`config.mk`:
```
export PLATFORM = sky130hd
export DESIGN_NAME = tdc_event_merger
export DESIGN_NICKNAME = d
export VERILOG_FILES = /design/src/rtl/tdc_merger_pkg.sv /design/src/rtl/tdc_merger_fifo.sv /design/src/rtl/tdc_event_merger.sv
export SDC_FILE = /design/constraint.sdc
export NUM_CORES = 1
export LEC_CHECK = 0
export BUFFER_PORTS_ARGS = -buffer_cell sky130_fd_sc_hd__buf_4
export CAP_MARGIN = 25
export CELL_PAD_IN_SITES_DETAIL_PLACEMENT = 1
export CELL_PAD_IN_SITES_GLOBAL_PLACEMENT = 1
export CORE_MARGIN = 2
export CORE_UTILIZATION = 46
export CTS_CLUSTER_SIZE = 25
export DETAILED_ROUTE_END_ITERATION = 10
export GPL_TIMING_DRIVEN = 0
export PLACE_DENSITY = 0.79
export SYNTH_ARGS = -nofsm -noshare
export SYNTH_HDL_FRONTEND = slang
export SYNTH_SLANG_ARGS = --single-unit
```
`constraint.sdc`:
```
create_clock -name sys_clk -period 4.5 [get_ports sys_clk]
set_input_delay 0.45 -clock sys_clk [delete_from_list [all_inputs] [get_ports sys_clk]]
set_output_delay 0.45 -clock sys_clk [all_outputs]
set_load 0.01 [all_outputs]
```
`src/rtl/tdc_merger_pkg.sv`:
```
// tdc_merger_pkg: register offsets, entry field positions and limits for the TDC event merger
package tdc_merger_pkg;
    localparam logic [2:0] REG_STATUS = 3'd0;
    localparam logic [2:0] REG_DATA   = 3'd1;
    localparam logic [2:0] REG_POP    = 3'd2;
    localparam logic [2:0] REG_MASK   = 3'd3;
    localparam logic [2:0] REG_THRESH = 3'd4;
    localparam logic [2:0] REG_OVFCNT = 3'd5;
    localparam logic [2:0] REG_HWM    = 3'd6;
    localparam int ENT_VALID    = 31;
    localparam int ENT_POL      = 30;
    localparam int ENT_CHAN_MSB = 29;
    localparam int ENT_CHAN_LSB = 25;
    localparam int ENT_TS_MSB   = 24;
    localparam int MAX_NCHAN    = 32;
    localparam int MAX_TS_WIDTH = 25;
    localparam int ENT_WIDTH    = ENT_VALID;
endpackage

```
`src/rtl/tdc_merger_fifo.sv`:
```
// tdc_merger_fifo: first-word-fall-through FIFO with level output; a pop frees the slot for a same-cycle push when full
module tdc_merger_fifo #(
    parameter int WIDTH      = 31,
    parameter int DEPTH_LOG2 = 4
) (
    input  logic                  clk,
    input  logic                  rst,
    input  logic                  push,
    input  logic                  pop,
    input  logic [WIDTH-1:0]      din,
    output logic [WIDTH-1:0]      head,
    output logic [DEPTH_LOG2:0]   level,
    output logic                  full
);
    localparam int LW = DEPTH_LOG2 + 1;
    logic [WIDTH-1:0] mem [2**DEPTH_LOG2];
    logic [DEPTH_LOG2-1:0] wptr, rptr;
    logic do_pop, do_push;
    assign full    = level[DEPTH_LOG2];
    assign do_pop  = pop && level != '0;
    assign do_push = push && (!full || do_pop);
    assign head    = mem[rptr];
    // advance pointers and track occupancy
    always_ff @(posedge clk or posedge rst) begin
        if (rst) begin
            wptr  <= '0;
            rptr  <= '0;
            level <= '0;
        end else begin
            if (do_push) wptr <= wptr + 1'b1;
            if (do_pop) rptr <= rptr + 1'b1;
            level <= level + LW'(do_push) - LW'(do_pop);
        end
    end
    // entry storage, no reset needed
    always_ff @(posedge clk) begin
        if (do_push) mem[wptr] <= din;
    end
endmodule

```
`src/rtl/tdc_event_merger.sv`:
```
// tdc_event_merger: round-robin merge of NCHAN TDC event channels into one CSR-readable FIFO; TDC_MERGER_HWM_EN adds the high-water-mark register
module tdc_event_merger
    import tdc_merger_pkg::*;
#(
    parameter logic [3:0] csr_addr        = 4'h2,
    parameter int         NCHAN           = 2,
    parameter int         TS_WIDTH        = 24,
    parameter int         FIFO_DEPTH_LOG2 = 4
) (
    input  logic                      sys_clk,
    input  logic                      sys_rst,
    input  logic [13:0]               csr_a,
    input  logic                      csr_we,
    input  logic [31:0]               csr_di,
    output logic [31:0]               csr_do,
    input  logic [NCHAN-1:0]          ev_valid_i,
    input  logic [NCHAN-1:0]          ev_pol_i,
    input  logic [NCHAN*TS_WIDTH-1:0] ev_ts_i,
    output logic [NCHAN-1:0]          ev_ack_o,
    output logic                      irq
);
    localparam int CW = NCHAN > 1 ? $clog2(NCHAN) : 1;
    localparam int LW = FIFO_DEPTH_LOG2 + 1;
    logic [CW-1:0] rr, gnt_idx, gidx_q;
    logic [NCHAN-1:0] req, mask;
    logic gnt_any, gv_q, gpol_q;
    logic [TS_WIDTH-1:0] gts_q;
    logic [LW-1:0] level, thresh;
    logic [ENT_WIDTH-1:0] head;
    logic full, sel, wr, pop, push_req, ovf, sticky;
    logic [2:0] off;
    logic [31:0] ovfcnt, rdata, hwm_rd;
    logic unused_bits;
    assign unused_bits = ^{csr_a[9:3], csr_di};
    // the channel acked this cycle was granted last cycle, so its valid is stale
    assign req      = ev_valid_i & ~ev_ack_o;
    assign sel      = csr_a[13:10] == csr_addr;
    assign wr       = sel && csr_we;
    assign off      = csr_a[2:0];
    assign pop      = wr && off == REG_POP;
    assign push_req = gv_q && mask[gidx_q];
    assign ovf      = push_req && full && !pop;
    // round-robin search from rr; descending scan leaves the nearest requester
    always_comb begin
        logic [CW-1:0] j;
        gnt_any = 1'b0;
        gnt_idx = '0;
        j = '0;
        for (int i = NCHAN - 1; i >= 0; i--) begin
            j = CW'((int'(rr) + i) % NCHAN);
            if (req[j]) begin
                gnt_any = 1'b1;
                gnt_idx = j;
            end
        end
    end
    // register the grant: ack pulse plus captured event for next-cycle write
    always_ff @(posedge sys_clk or posedge sys_rst) begin
        if (sys_rst) begin
            rr       <= '0;
            ev_ack_o <= '0;
            gv_q     <= 1'b0;
            gidx_q   <= '0;
            gpol_q   <= 1'b0;
            gts_q    <= '0;
        end else begin
            ev_ack_o <= gnt_any ? NCHAN'(1) << gnt_idx : '0;
            gv_q     <= gnt_any;
            gidx_q   <= gnt_idx;
            gpol_q   <= ev_pol_i[gnt_idx];
            gts_q    <= ev_ts_i[gnt_idx*TS_WIDTH +: TS_WIDTH];
            if (gnt_any) rr <= gnt_idx == CW'(NCHAN - 1) ? '0 : gnt_idx + 1'b1;
        end
    end
    tdc_merger_fifo #(.WIDTH(ENT_WIDTH), .DEPTH_LOG2(FIFO_DEPTH_LOG2)) u_fifo (
        .clk   (sys_clk),
        .rst   (sys_rst),
        .push  (push_req),
        .pop   (pop),
        .din   ({gpol_q, 5'(gidx_q), MAX_TS_WIDTH'(gts_q)}),
        .head  (head),
        .level (level),
        .full  (full)
    );
    // control registers, overflow accounting and interrupt
    always_ff @(posedge sys_clk or posedge sys_rst) begin
        if (sys_rst) begin
            mask   <= '1;
            thresh <= LW'(1);
            ovfcnt <= '0;
            sticky <= 1'b0;
            irq    <= 1'b0;
        end else begin
            if (wr && off == REG_MASK) mask <= csr_di[NCHAN-1:0];
            if (wr && off == REG_THRESH) thresh <= csr_di[LW-1:0];
            ovfcnt <= (wr && off == REG_OVFCNT) ? 32'(ovf) : ovfcnt + 32'(ovf && ovfcnt != '1);
            sticky <= ovf || (sticky && !(wr && off == REG_STATUS && csr_di[31]));
            irq    <= sticky || (thresh != '0 && level >= thresh);
        end
    end
`ifdef TDC_MERGER_HWM_EN
    logic [LW-1:0] hwm;
    // peak level since reset or since the last write, which reloads the current level
    always_ff @(posedge sys_clk or posedge sys_rst) begin
        if (sys_rst) hwm <= '0;
        else hwm <= (wr && off == REG_HWM) || level > hwm ? level : hwm;
    end
    assign hwm_rd = 32'(hwm);
`else
    assign hwm_rd = '0;
`endif
    // read mux for the addressed register
    always_comb begin
        case (off)
            REG_STATUS: rdata = {sticky, 31'(level)};
            REG_DATA:   rdata = level == '0 ? '0 : {1'b1, head};
            REG_MASK:   rdata = 32'(mask);
            REG_THRESH: rdata = 32'(thresh);
            REG_OVFCNT: rdata = ovfcnt;
            REG_HWM:    rdata = hwm_rd;
            default:    rdata = '0;
        endcase
    end
    // registered read data, zero when the page is not selected
    always_ff @(posedge sys_clk or posedge sys_rst) begin
        if (sys_rst) csr_do <= '0;
        else csr_do <= sel ? rdata : '0;
    end
endmodule
```
==> metrics.yaml, run 1 <==
yosys_warnings: 0
gp_congestion: 0.783
boundaryPins: 136
io_buffers: 101
tritoncts: "built"
yosysSeqAreaShare_pct: 73.1
clkTransAtPathRegs_ns: 0.06
postSynthAreaPerCell_um2: 18.7
r2r_end: "ovfcnt[12]"
placedCellCount: 1847
die_y_um: 218
cp_cell_sequence: "mux2_2 -> nand4_1 -> a41oi_1 -> ha_1 -> nand4_1 -> nor3_2 -> buf_2 -> nand4_1 -> xor2_1 -> nor2_1"
r2r_start: "gidx_q"
area_delta_synth_final_pct: 17.3
fin_crit_sh_pct: 77.2
drtIter0Drc: 1162
synth_edf_count: 416
ctsResizeCount: 0
cts_sinks: 532
cts_hold_buf: 1
worst_pin_slew_ns: 1.02
cts-buffers-inserted: 53
stdcell_area_mm2: 0.0247
start_util_pct: 46.5
max_stage_delay_ns: 0.77
grt-ovfl-total: 0
hold_violations: 0
detail_route.first_pass.iterations: 5
n_antenna_cell: 0
slowest_stage: "dfrtp_1"
drc_errors: 0
grt_max_degree: 74
vias: 11300
dp_hpwl_um: 34000
clk_path_buf_depth: 3
min_from: "csr_di[4]"
num-fill-cells: 4123
worst_ep_required_time_ns: 5.03
ant_nets: 0
drt_wl_total_um: 53500
max-cap-violations: 0
slew_headroom_pct: 32.3
hold_depth: 3
hold_path.class: "in -> reg"
dpl_cell_area_mm2: 0.0230
max_freq_mhz: 288
power.density_mw_per_mm2: 439
antenna_found_initial: 2
postCtsSetupRepairBufs: 0
insertion_delay_ns: 0.60
grt_pass1_vias: 12400
peakVddDrop_v: 0.000285
crit_fanout: 17
synth-main-ff-cell: "edfxtp_1"
maxSlewViolCount: 0
syn_area_mm2: 0.0211
wl_per_cell_um: 27.5
viasPerCell: 5.82
worst-r2r-setup-slack_ns: 1.03
grt_pass1_wl_um: 80000
postSynth.asyncResetShare_pct: 21.8
die_w_um: 218
worstSetupPathType: "reg -> reg"
ys_types: 46
crit_arrival_ns: 4.00
rows: 78
crit_top_cell: "nand4_1"
synthesis.nets: 1247
setup_viol: 0
finClkSkew_ns: 0.0211
finalNetCount: 1423
die-area_mm2: 0.0475
yosys_register_bits: 532
rsz0062_at_grt: "false"
leakagePower_nw: 8.74
status: "finished, final reports clean"
grtUsageTotal_pct: 23.2
whs_endpoint: "thresh[4]"
syn_inst: 1127
drive_gt1_share_pct: 32.1
cts-root-buf: "clkbuf_16"
cp-end-kind: "flop"
crit_path_start_kind: "flop"
r2r_cells: 10
fin_cells: 1947
min_period_ns: 3.47
core_mm2: 0.0453
cts_htree_levels: 2
power by group:
part / switching [mW] / internal [mW]
sequential: 0.217 / 5.53
clock: 1.84 / 2.55
combinational: 0.373 / 0.336
total: 2.43 / 8.41
stage by stage:
step           TNS, ns  setup slack, ns  power, mW  hold slack [ns]  util, %
2_1_floorplan        0            0.867       6.21            0.450        -
3_3_place_gp   -253.99            -1.84       6.48            0.460     49.9
3_5_place_dp         0            0.904       6.55            0.486     50.7
4_1_cts              0             1.02       10.9           0.0411     54.6
5_1_grt              0            0.721       11.2           0.0790     54.6
6_report             0             1.03       10.8           0.0563     54.6
cells in the final DEF, fill, tap and decap left out, types with 4 or more instances in the layout:
master / count
clkinv_2: 4
buf_8: 4
xnor2_1: 13
nand3_1: 19
dfrtp_1: 113
xor2_1: 23
clkbuf_1: 36
nand4_1: 13
a22oi_1: 23
edfxtp_1: 416
clkbuf_8: 8
nor3_1: 6
nand2_1: 77
buf_2: 29
or3_1: 5
mux2_2: 77
nand2b_1: 5
buf_6: 6
clkbuf_16: 55
nor3_2: 5
buf_4: 101
and2_1: 9
a21o_1: 5
mux2i_1: 12
and3_2: 5
inv_1: 19
a21oi_1: 8
mux4_2: 104
nor2_4: 4
nor2_1: 45
clkinv_1: 8
buf_12: 6
ha_1: 18
o21ai_0: 15
and2_2: 4
worst max-delay path by stage:
stage	start	to	slack (ns)	cells past startpoint
after floorplan	csr_a[10]	u_fifo.mem[4][0]	0.87	5
after global placement	csr_a[10]	u_fifo.mem[4][13]	-1.84	6
after detailed placement	csr_a[10]	u_fifo.mem[3][11]	0.90	7
after CTS	gidx_q	ovfcnt[12]	1.02	10
after global routing	gidx_q	ovfcnt[25]	0.72	9
final	gidx_q	ovfcnt[12]	1.03	10
cell usage after synthesis, types with 9 or more instances:
cell,n,share of area [%]
edfxtp_1,416,59
dfrtp_1,113,13
mux4_2,104,11
mux2_2,77,4.1
nand2_1,77,1.4
nor2_1,50,0.89
buf_2,29,0.69
a22oi_1,23,0.82
xor2_1,23,0.96
inv_1,20,0.36
clkbuf_1,19,0.34
nand3_1,19,0.45
ha_1,18,1.1
o21ai_0,15,0.36
and2_1,13,0.39
nand4_1,13,0.39
xnor2_1,13,0.54
mux2i_1,12,0.57
nor3_1,9,0.21
cell families (layout without fill, tap and decap cells):
logic type      after synthesis  after routing  share of synthesized area (%)
buf+inv                      72            292                           1.46
simple gates                214            214                           5.08
fa+ha+maj                    19             19                           1.16
flops                       532            532                           73.1
compound gates               61             61                           1.91
xor+xnor                     36             36                           1.50
mux                         193            193                           15.8
cell type report:
type / instances / area (µm²) / area share, %
Clock buffer: 80 / 1550 / 6.27
Buffer: 51 / 228 / 0.922
Timing Repair Buffer: 121 / 1100 / 4.45
Sequential cell: 532 / 15400 / 62.3
Clock inverter: 19 / 179 / 0.724
Multi-Input combinational cell: 523 / 5420 / 21.9
Inverter: 21 / 83.8 / 0.339
Tap cell: 600 / 751 / 3.04
layer usage:
metal | global-route usage [%] | wire [µm] | vias to the layer above
li1 | - | - | 4764
met1 | 31.3 | 21900 | 6046
met2 | 39.4 | 27100 | 429
met3 | 3.25 | 3310 | 91
met4 | 7.26 | 1240 | 0
met5 | 0 | 0 | -
state kept, by name, summed over array words and instances, names as in the netlist, 2 cells and up:
name          count
u_fifo.level      5
csr_do           32
u_fifo.rptr       4
ovfcnt           32
ev_ack_o          2
thresh            5
gts_q            24
u_fifo.mem      416
u_fifo.wptr       4
mask              2
worst max-delay path, delay by kind of cell, from the launching register on:
family | cells | cell delay [ns]
simple gates | 5 | 1.25
buf+inv | 1 | 0.34
mux | 1 | 0.30
compound gates | 1 | 0.34
flops | 1 | 0.77
fa+ha+maj | 1 | 0.25
xor+xnor | 1 | 0.16
No activity file was read; power rests on OpenSTA's default activity.
==> run 2, diff against run 1 <==
Clock period 4.5 ns to 3.48 ns, I/O delays scaled along.
==> run 2 against run 1 <==
Compared with the run above:
- fmax up 6.8%
- non-clock buffer count up 42
- total power up 30%
- worst hold slack worse by 0.046 ns
- sequential power up 29%
- clock power up 29%
- critical path depth up 3
- cell count up 2.2%
- critical path type unchanged
- critical endpoint is now u_fifo.level[4]
==> metrics.yaml, run 2 (synthesized netlist as in run 1, its figures left out) <==
worstSetupPathType: "reg -> reg"
worst_pin_slew_ns: 1.01  # -0.00249 ns
grt_pass1_wl_um: 80900  # +1.1%
boundaryPins: 136  # unchanged
antenna_found_initial: 1  # -1
slew_headroom_pct: 32.4  # +0.17 points
peakVddDrop_v: 0.000370  # +30%
cts_sinks: 532  # unchanged
crit_fanout: 17  # unchanged
maxSlewViolCount: 0  # unchanged
p_int_mw: 10.9  # +30%
largest_reg_flops: 416  # unchanged
p_sw_share_pct: 22.4  # about the same
cts-root-buf: "clkbuf_16"
power.density_mw_per_mm2: 560  # +28%
clk_path_buf_depth: 3  # unchanged
leakagePower_nw: 8.93  # +2.2%
grt_pass1_vias: 12600  # +1.9%
viasPerCell: 5.77  # -0.92%
core_mm2: 0.0453  # unchanged
die_y_um: 218  # unchanged
layout_common_cells: "edfxtp_1, dfrtp_1, mux4_2"
reg.largest.list: "u_fifo.mem: 416 flops, csr_do: 32 flops, ovfcnt: 32 flops"
setup_viol: 0  # unchanged
gp_congestion: 0.783  # unchanged
dp_hpwl_um: 34000  # unchanged
area_delta_synth_final_pct: 19.3
status: "finished, final reports clean"
cts_htree_levels: 2  # unchanged
wl_per_cell_um: 27.1  # -1.2%
worst_ep_required_time_ns: 4.00  # -1.03 ns
drt_wl_total_um: 54000  # +0.90%
cp-end-kind: "flop"
ant_nets: 0  # unchanged
io_buffers: 101  # unchanged
insertion_delay_ns: 0.60  # about the same
clockPowerShare_pct: 40.3  # -0.2 points
p_sw_mw: 3.15  # +30%
seqPwrFrac_pct: 52.8  # -0.2 points
grt_max_degree: 74  # unchanged
finalPower_mw: 14.1  # +30%
combPwrFrac_pct: 6.9  # +0.4 points
drc_errors: 0  # unchanged
max_freq_mhz: 308  # +6.8%
crit_arrival_ns: 3.77  # -0.23 ns
final_common_cell: "edfxtp_1"
hold_violations: 0  # unchanged
start_util_pct: 46.5  # unchanged
fin_crit_sh_pct: 93.4  # +16 points
n_antenna_cell: 0  # unchanged
crit_path_start_kind: "flop"
whs_ns: 0.0106  # -0.0457 ns
die-area_mm2: 0.0475  # unchanged
grt-ovfl-total: 0  # unchanged
clkTransAtPathRegs_ns: 0.06  # about the same
max-cap-violations: 0  # unchanged
largest_register: "u_fifo.mem"
postCtsSetupRepairBufs: 0  # unchanged
finClkSkew_ns: 0.0160  # -0.00512 ns
die_w_um: 218  # unchanged
detail_route.first_pass.iterations: 5  # unchanged
finalNetCount: 1465  # +3.0%
vias: 11500  # +1.2%
cts-buffers-inserted: 53  # unchanged
drive_gt1_share_pct: 31.3  # -0.83 points
rsz0062_at_grt: "false"
hold_path.class: "in -> reg"
rows: 78  # unchanged
min_period_ns: 3.25  # -0.222 ns
drtIter0Drc: 1133  # -2.5%
tritoncts: "built"
grtUsageTotal_pct: 23.4  # +0.18 points
run 2: worst max-delay path: stages, from the launching register on:
cell and delay [ns]:
dfrtp_2 0.58, mux2_2 0.40, nand2_1 0.07, a21o_1 0.20
buf_2 0.37, clkinv_1 0.43, ha_1 0.37, inv_1 0.07
fa_1 0.21, inv_1 0.05, a21oi_1 0.12, nor2_1 0.06
nor2_1 0.11, xnor2_1 0.13
run 2: final timing paths:
kind | slack [ns] | depth (start not counted) | endpoint | start
min reg2reg | 0.50 | 1 | rr | rr
max | 0.23 | 13 | u_fifo.level[4] | gidx_q
max in group asynchronous | 2.37 | 4 | gts_q[14] | sys_rst
min in group asynchronous | 0.34 | 3 | irq | sys_rst
max reg2reg | 0.23 | 13 | u_fifo.level[4] | gidx_q
min | 0.01 | 2 | gts_q[2] | ev_ts_i[26]
run 2: timing repair:
item	CTS	global route
hold buffers	43	0
endpoints found under the setup margin	1	12
endpoints found under the hold margin	65	0
cloned	0	0
resized for setup	1	2
run 2: final cells by class:
type | instances | area [µm²]
Clock buffer | 80 | 1550
Inverter | 21 | 83.8
Timing Repair Buffer | 163 | 1520
Buffer | 51 | 228
Sequential cell | 532 | 15400
Clock inverter | 19 | 179
Multi-Input combinational cell | 523 | 5430
Fill cell | 4103 | 20100
Tap cell | 600 | 751
run 2: metrics by stage:
stage	utilization [%]	cells	worst slack [ns]	instance area (µm²)	setup TNS, ns
finish	55.5	1989	0.229	25100	0
global route	55.5	1989	0.0134	25100	0
CTS	55.5	1989	0.208	25100	0
detailed placement	50.7	1847	-0.0170	23000	-0.308
global placement	49.9	1828	-2.76	22600	-602.08
floorplan	-	1127	-0.0506	21100	-3.94
run 2: power by group through the flow:
stage                     clock network (mW)  logic (mW)  registers (mW)
after floorplan                            0       0.592            7.44
after global placement                     0       0.859            7.52
after detailed placement                   0       0.914            7.56
after CTS                               5.74       0.996            7.43
after global routing                    5.96        1.08            7.47
final                                   5.67       0.978            7.43
run 2: routing by layer:
metal | GRT usage (%) | part of all wire, %
met1 | 31.6 | 41
met2 | 39.9 | 51
met3 | 2.97 | 5.6
met4 | 7.30 | 2.6
met5 | 0 | 0
